$ cat config.mk
export PLATFORM = sky130hd
export DESIGN_NAME = rtermcal_ctrl
export DESIGN_NICKNAME = d
export VERILOG_FILES = /design/src/rtl/rtermcal_pkg.sv /design/src/rtl/rtermcal_bin2therm.sv /design/src/rtl/rtermcal_ctrl.sv
export SDC_FILE = /design/constraint.sdc
export NUM_CORES = 1
export LEC_CHECK = 0
export ABC_AREA = 0
export CORE_UTILIZATION = 38
export DETAILED_ROUTE_END_ITERATION = 10
export PLACE_DENSITY = 0.58
export SLEW_MARGIN = 25
export SYNTH_ARGS = -nofsm -noshare
export SYNTH_HDL_FRONTEND = slang
export SYNTH_HIERARCHICAL = 1
export SYNTH_SLANG_ARGS = --single-unit
export TNS_END_PERCENT = 5
$ cat constraint.sdc
create_clock -name CLK_I -period 3.6 [get_ports CLK_I]
set_clock_uncertainty 0.1 [all_clocks]
set_input_delay 0.72 -clock CLK_I [delete_from_list [all_inputs] [get_ports CLK_I]]
set_output_delay 0.72 -clock CLK_I [all_outputs]
set_load 0.1 [all_outputs]
$ cat src/rtl/rtermcal_pkg.sv
// Shared types and constants for the termination-resistor calibration controller.
package rtermcal_pkg;

  typedef enum logic [2:0] {
    S_IDLE,
    S_SEL,
    S_SETTLE,
    S_SAMPLE,
    S_DECIDE,
    S_NEXT_CH,
    S_DONE
  } state_t;

  localparam logic ALGO_SAR = 1'b0;
  localparam logic ALGO_LIN = 1'b1;

  function automatic int unsigned therm_w(input int unsigned code_w);
    return (1 << code_w) - 1;
  endfunction

endpackage

$ cat src/rtl/rtermcal_bin2therm.sv
// Binary trim code to thermometer code: bit i is set when code > i.
module rtermcal_bin2therm
  import rtermcal_pkg::*;
#(
  parameter int unsigned CODE_W = 4
) (
  input  logic [CODE_W-1:0]          code_i,
  output logic [therm_w(CODE_W)-1:0] therm_o
);

  always_comb begin
    therm_o = '0;
    for (int unsigned i = 0; i < therm_w(CODE_W); i++) begin
      therm_o[i] = (code_i > CODE_W'(i));
    end
  end

endmodule

$ cat src/rtl/rtermcal_ctrl.sv
// Termination calibration controller: per enabled channel, SAR or linear-tracking
// search of the trim code against a majority-voted, synchronised comparator.
module rtermcal_ctrl
  import rtermcal_pkg::*;
#(
  parameter int unsigned CODE_W     = 4,
  parameter int unsigned N_CH       = 2,
  parameter int unsigned SETTLE_CYC = 16,
  parameter int unsigned VOTE_N     = 3,
  parameter int unsigned RST_CODE   = 2 ** (CODE_W - 1)
) (
  input  logic                               CLK_I,
  input  logic                               RSTN_I,
  input  logic                               START_I,
  input  logic [N_CH-1:0]                    CH_EN_I,
  input  logic                               ALGO_I,
  input  logic                               CMP_I,
  output logic [N_CH-1:0]                    MODE_O,
  output logic [N_CH*CODE_W-1:0]             CODE_O,
  output logic [N_CH*therm_w(CODE_W)-1:0]    THERM_O,
  output logic                               BUSY_O,
  output logic                               DONE_O,
  output logic [N_CH-1:0]                    ERR_O
);

  localparam int unsigned CH_W  = (N_CH > 1) ? $clog2(N_CH) : 1;
  localparam int unsigned BIT_W = (CODE_W > 1) ? $clog2(CODE_W) : 1;
  localparam int unsigned SC_W  = $clog2(SETTLE_CYC);
  localparam int unsigned TW    = therm_w(CODE_W);

  localparam logic [CODE_W-1:0] RST_V     = CODE_W'(RST_CODE);
  localparam logic [CODE_W-1:0] CODE_MAX  = '1;
  localparam logic [CODE_W-1:0] CODE_ONE  = CODE_W'(1);
  localparam logic [CODE_W-1:0] SAR_INIT  = CODE_ONE << (CODE_W - 1);
  localparam logic [BIT_W-1:0]  BIT_ONE   = BIT_W'(1);
  localparam logic [BIT_W-1:0]  BIT_TOP   = BIT_W'(CODE_W - 1);
  localparam logic [SC_W-1:0]   SET_LAST  = SC_W'(SETTLE_CYC - 1);
  localparam logic [2:0]        VOTE_LAST = 3'(VOTE_N - 1);
  localparam logic [2:0]        VOTE_HALF = 3'(VOTE_N / 2);

  state_t              state_q;
  logic [CODE_W-1:0]   code_q [N_CH];
  logic [N_CH-1:0]     pend_q, mode_q, err_q;
  logic [CH_W-1:0]     ch_q;
  logic [BIT_W-1:0]    bit_q;
  logic [SC_W-1:0]     cnt_q;
  logic [2:0]          vcnt_q, ones_q;
  logic                algo_q, dec_q, prev_q, first_q;
  logic                busy_q, done_q;
  logic                cmp_meta_q, cmp_s_q;

  logic                nxt_found;
  logic [CH_W-1:0]     nxt_ch;
  logic [CODE_W-1:0]   cur_code, dec_code;
  logic                dec_fin;
  logic [2:0]          ones_d;

  always_comb begin
    nxt_found = 1'b0;
    nxt_ch    = '0;
    for (int unsigned i = N_CH; i > 0; i--) begin
      if (pend_q[i-1]) begin
        nxt_found = 1'b1;
        nxt_ch    = CH_W'(i - 1);
      end
    end
  end

  // Linear finishes on the first decision flip; d=1 after a flip means the
  // previous (lower) code was the last one with d=0.
  always_comb begin
    cur_code = code_q[ch_q];
    dec_code = cur_code;
    dec_fin  = 1'b0;
    if (algo_q == ALGO_SAR) begin
      if (dec_q) dec_code[bit_q] = 1'b0;
      if (bit_q == '0) dec_fin = 1'b1;
      else dec_code[bit_q - BIT_ONE] = 1'b1;
    end else if (!first_q && (dec_q != prev_q)) begin
      dec_fin  = 1'b1;
      dec_code = dec_q ? cur_code - CODE_ONE : cur_code;
    end else if ((!dec_q && cur_code == CODE_MAX) || (dec_q && cur_code == '0)) begin
      dec_fin = 1'b1;
    end else begin
      dec_code = dec_q ? cur_code - CODE_ONE : cur_code + CODE_ONE;
    end
  end

  assign ones_d = ones_q + {2'b00, cmp_s_q};

  always_ff @(posedge CLK_I or negedge RSTN_I) begin
    if (!RSTN_I) begin
      cmp_meta_q <= 1'b0;
      cmp_s_q    <= 1'b0;
    end else begin
      cmp_meta_q <= CMP_I;
      cmp_s_q    <= cmp_meta_q;
    end
  end

  always_ff @(posedge CLK_I or negedge RSTN_I) begin
    if (!RSTN_I) begin
      state_q <= S_IDLE;
      for (int unsigned i = 0; i < N_CH; i++) code_q[i] <= RST_V;
      pend_q  <= '0;
      mode_q  <= '0;
      err_q   <= '0;
      ch_q    <= '0;
      bit_q   <= '0;
      cnt_q   <= '0;
      vcnt_q  <= '0;
      ones_q  <= '0;
      algo_q  <= ALGO_SAR;
      dec_q   <= 1'b0;
      prev_q  <= 1'b0;
      first_q <= 1'b0;
      busy_q  <= 1'b0;
      done_q  <= 1'b0;
    end else begin
      unique case (state_q)
        S_IDLE: begin
          if (START_I) begin
            pend_q  <= CH_EN_I;
            algo_q  <= ALGO_I;
            busy_q  <= 1'b1;
            state_q <= S_NEXT_CH;
          end
        end
        S_NEXT_CH: begin
          if (nxt_found) begin
            ch_q    <= nxt_ch;
            mode_q  <= N_CH'(1) << nxt_ch;
            if (algo_q == ALGO_SAR) code_q[nxt_ch] <= SAR_INIT;
            bit_q   <= BIT_TOP;
            first_q <= 1'b1;
            state_q <= S_SEL;
          end else begin
            mode_q  <= '0;
            done_q  <= 1'b1;
            state_q <= S_DONE;
          end
        end
        S_SEL: begin
          cnt_q   <= '0;
          state_q <= S_SETTLE;
        end
        S_SETTLE: begin
          if (cnt_q == SET_LAST) begin
            cnt_q   <= '0;
            vcnt_q  <= '0;
            ones_q  <= '0;
            state_q <= S_SAMPLE;
          end else begin
            cnt_q <= cnt_q + SC_W'(1);
          end
        end
        S_SAMPLE: begin
          ones_q <= ones_d;
          vcnt_q <= vcnt_q + 3'd1;
          if (vcnt_q == VOTE_LAST) begin
            dec_q   <= (ones_d > VOTE_HALF);
            state_q <= S_DECIDE;
          end
        end
        S_DECIDE: begin
          code_q[ch_q] <= dec_code;
          prev_q       <= dec_q;
          first_q      <= 1'b0;
          bit_q        <= bit_q - BIT_ONE;
          if (dec_fin) begin
            err_q[ch_q]  <= (dec_code == '0) || (dec_code == CODE_MAX);
            pend_q[ch_q] <= 1'b0;
            state_q      <= S_NEXT_CH;
          end else begin
            cnt_q   <= '0;
            state_q <= S_SETTLE;
          end
        end
        S_DONE: begin
          done_q  <= 1'b0;
          busy_q  <= 1'b0;
          state_q <= S_IDLE;
        end
        default: state_q <= S_IDLE;
      endcase
    end
  end

  for (genvar g = 0; g < N_CH; g++) begin : g_ch
    assign CODE_O[g*CODE_W +: CODE_W] = code_q[g];
    rtermcal_bin2therm #(.CODE_W(CODE_W)) u_b2t (
      .code_i  (code_q[g]),
      .therm_o (THERM_O[g*TW +: TW])
    );
  end

  assign MODE_O = mode_q;
  assign BUSY_O = busy_q;
  assign DONE_O = done_q;
  assign ERR_O  = err_q;

endmodule

==> impl_metrics.toml <==
[outcome]
outcome = "complete, no violations"

[worst_hold_path]
min-delay-start = "cmp_meta_q"
hold_path.class = "flop to flop"

[timing]
finalSetupViolations = 0
tightest_slew_ps = 975
finalHoldViolations = 0
post-route-min-period_ps = 3330
period_share_pct = 92.6
fmax_ghz = 0.300
slew_headroom_pct = 34.8
rsz0062_at_grt = "no"
finalSetupTns_ps = 0
drv_slew = 0

[setup_path]
cp-startpoint = "CODE_O[4]"
crit_fanout = 11
path_class = "flop to flop"
cpMostUsedCell = "mux2i_1"
worst_ep_required_time_ps = 3740
worstPathArrival_ps = 3470
worstReg2RegStart = "CODE_O[4]"
startpoint_type = "flop"
crit_chain = "mux2i_1 > ha_1 > nor4b_2 > o22ai_1 > a32o_1 > or4_4 > or3_1 > mux2i_1 > mux2_2"
cpPeakStageDelay_ps = 560
crit_slowest_cell = "or4_4"
endpoint_kind = "flop"

[cts]
cts.sinks = 38
cts_max_path_buffers = 2
cts-buffers-inserted = 5
cts_htree_levels = 2
hold_buffers = 0
root_buffer = "clkbuf_8"
clk_latency_ps = 290
cts_resized = 0
cts_setup_buffers = 0
cts_tree = "done"
path_clk_slew_ps = 80

[placement]
gp_congestion = 0.876
place_area_mm2 = 0.00322
io_buffers = 50
hpwl_um = 4940

[grt]
grt_antenna_before_repair = 0
first_global_vias = 2286
grt_max_degree = 39
overflow = 0
grt_pass1_wl_um = 11400
grt_usage_pct = 19.1

[logic_synthesis]
ys_types = 59
ys_ff_latch = 38
ys_warn_count = 6
synthXorXnorAreaFrac_pct = 0.946
yosys-mux-area-fraction_pct = 5.99
synthCells = 330
syn_nets = 349
synth_area_mm2 = 0.00278
synth_top_family_by_area = "compound AO/OA/AOI/OAI gates"
synth_edf_count = 0
synthArstFlopShare_pct = 100
synth_compound_area_share_pct = 23.5
synthAdderAreaFrac_pct = 5.40
avgSynthCellArea_um2 = 8.42
synth-simple-area-share_pct = 22.7
ys.flop_type = "dfrtp_1"
yosysSeqAreaShare_pct = 34.3

[floorplanning]
core_mm2 = 0.00694
dieHeight_um = 87.5
fp.dieW_um = 87.5
die_area_mm2 = 0.00766
start_util_pct = 40.0
rows = 30
io_pins = 51

[routing]
finalWirelength_um = 6860
postRouteAntennaNets = 0
wl_per_cell_um = 14.6
drt_iter0_drc = 189
remaining_drc_errors = 0
vias_per_cell = 5.45
route.vias.total = 2557
first_pass_iters = 4

[layout]
design_area_mm2 = 0.00331
areaGrowthSynthToFinish_pct = 19.1
nets = 391
final_common_cell = "buf_4"
n_antenna_cell = 0
layout-drive-gt1-share_pct = 20.6
final_cell_mix = "buf_4 (46), dfrtp_1 (36), nand2_1 (36)"

[flow_run]
timing.max_cap.violations = 0
metal layers:
metal | global-route usage, % | share of wire [%]
met1 | 26.7 | 48
met4 | 5.66 | 1.2
met5 | 0 | 0
met2 | 29.5 | 45
met3 | 4.08 | 5.1
worst paths after layout:
path / end / slack (ps) / cells after the start
min in group asynchronous: cnt_q[3] / 440 / 1
max in group asynchronous: CODE_O[0] / 2420 / 1
max: ERR_O[1] / 270 / 9
max reg2reg: ERR_O[1] / 270 / 9
min reg2reg: cmp_s_q / 260 / 0
min: cmp_s_q / 260 / 0
sequential cells by signal (all words and copies together), names as in the netlist:
register and count:
CODE_O 8, cnt_q 4, ones_q 3, state_q 3, vcnt_q 3, ERR_O 2
MODE_O 2, bit_q 2, pend_q 2, BUSY_O 1, DONE_O 1, algo_q 1
ch_q 1, cmp_meta_q 1, cmp_s_q 1, dec_q 1, first_q 1, prev_q 1
per-stage QoR:
step | std cells | utilization, % | hold WS (ps) | setup WS, ps
floorplan | 330 | - | 231 | 78.1
global placement | 461 | 46.3 | 244 | 400
detailed placement | 461 | 46.3 | 249 | 329
CTS | 469 | 47.7 | 269 | 310
global route | 469 | 47.7 | 277 | 72.6
finish | 469 | 47.7 | 262 | 266
logic make-up (layout without fill, tap and decap cells):
group	Yosys count	after routing
xor gates and xnor gates	3	3
adders and majority gates	12	12
and+or+nand+nor	126	126
muxes	14	14
AOI/OAI and AO/OA	99	99
buffers and inverters	38	81
DFF	38	38
synthesized netlist by cell type, types with 5 or more instances:
cell type,number,area (um2)
nor2_1,35,131
nand2_1,36,135
clkbuf_1,14,52.6
o21ai_0,27,135
nand3_1,6,30.0
inv_1,15,56.3
mux2_2,8,90.1
nor2b_1,8,50.1
dfrtp_1,36,901
a21oi_1,21,105
or3_1,6,37.5
buf_6,7,78.8
nand2b_1,6,37.5
nor3_1,9,45.0
a31oi_1,5,31.3
ha_1,12,150
mux2i_1,5,50.1
area by class of cell:
class,count,area (um2)
clock buffers,7,86.3
inverters,15,56.3
flip-flops and latches,38,953
clock inverters,1,5.00
well taps,96,120
multi-input cells,254,1630
repair buffers,58,460
fillers,684,3630
critical path, delay by kind of cell (launching register included):
kind / cells / cell delay, ps
fa+ha+maj: 1 / 320
compound gates: 2 / 380
flops: 1 / 500
simple gates: 3 / 1250
mux: 3 / 730
Power is not shown: default switching activity piles up to over one toggle a cycle in this logic, so the estimate is an artifact.
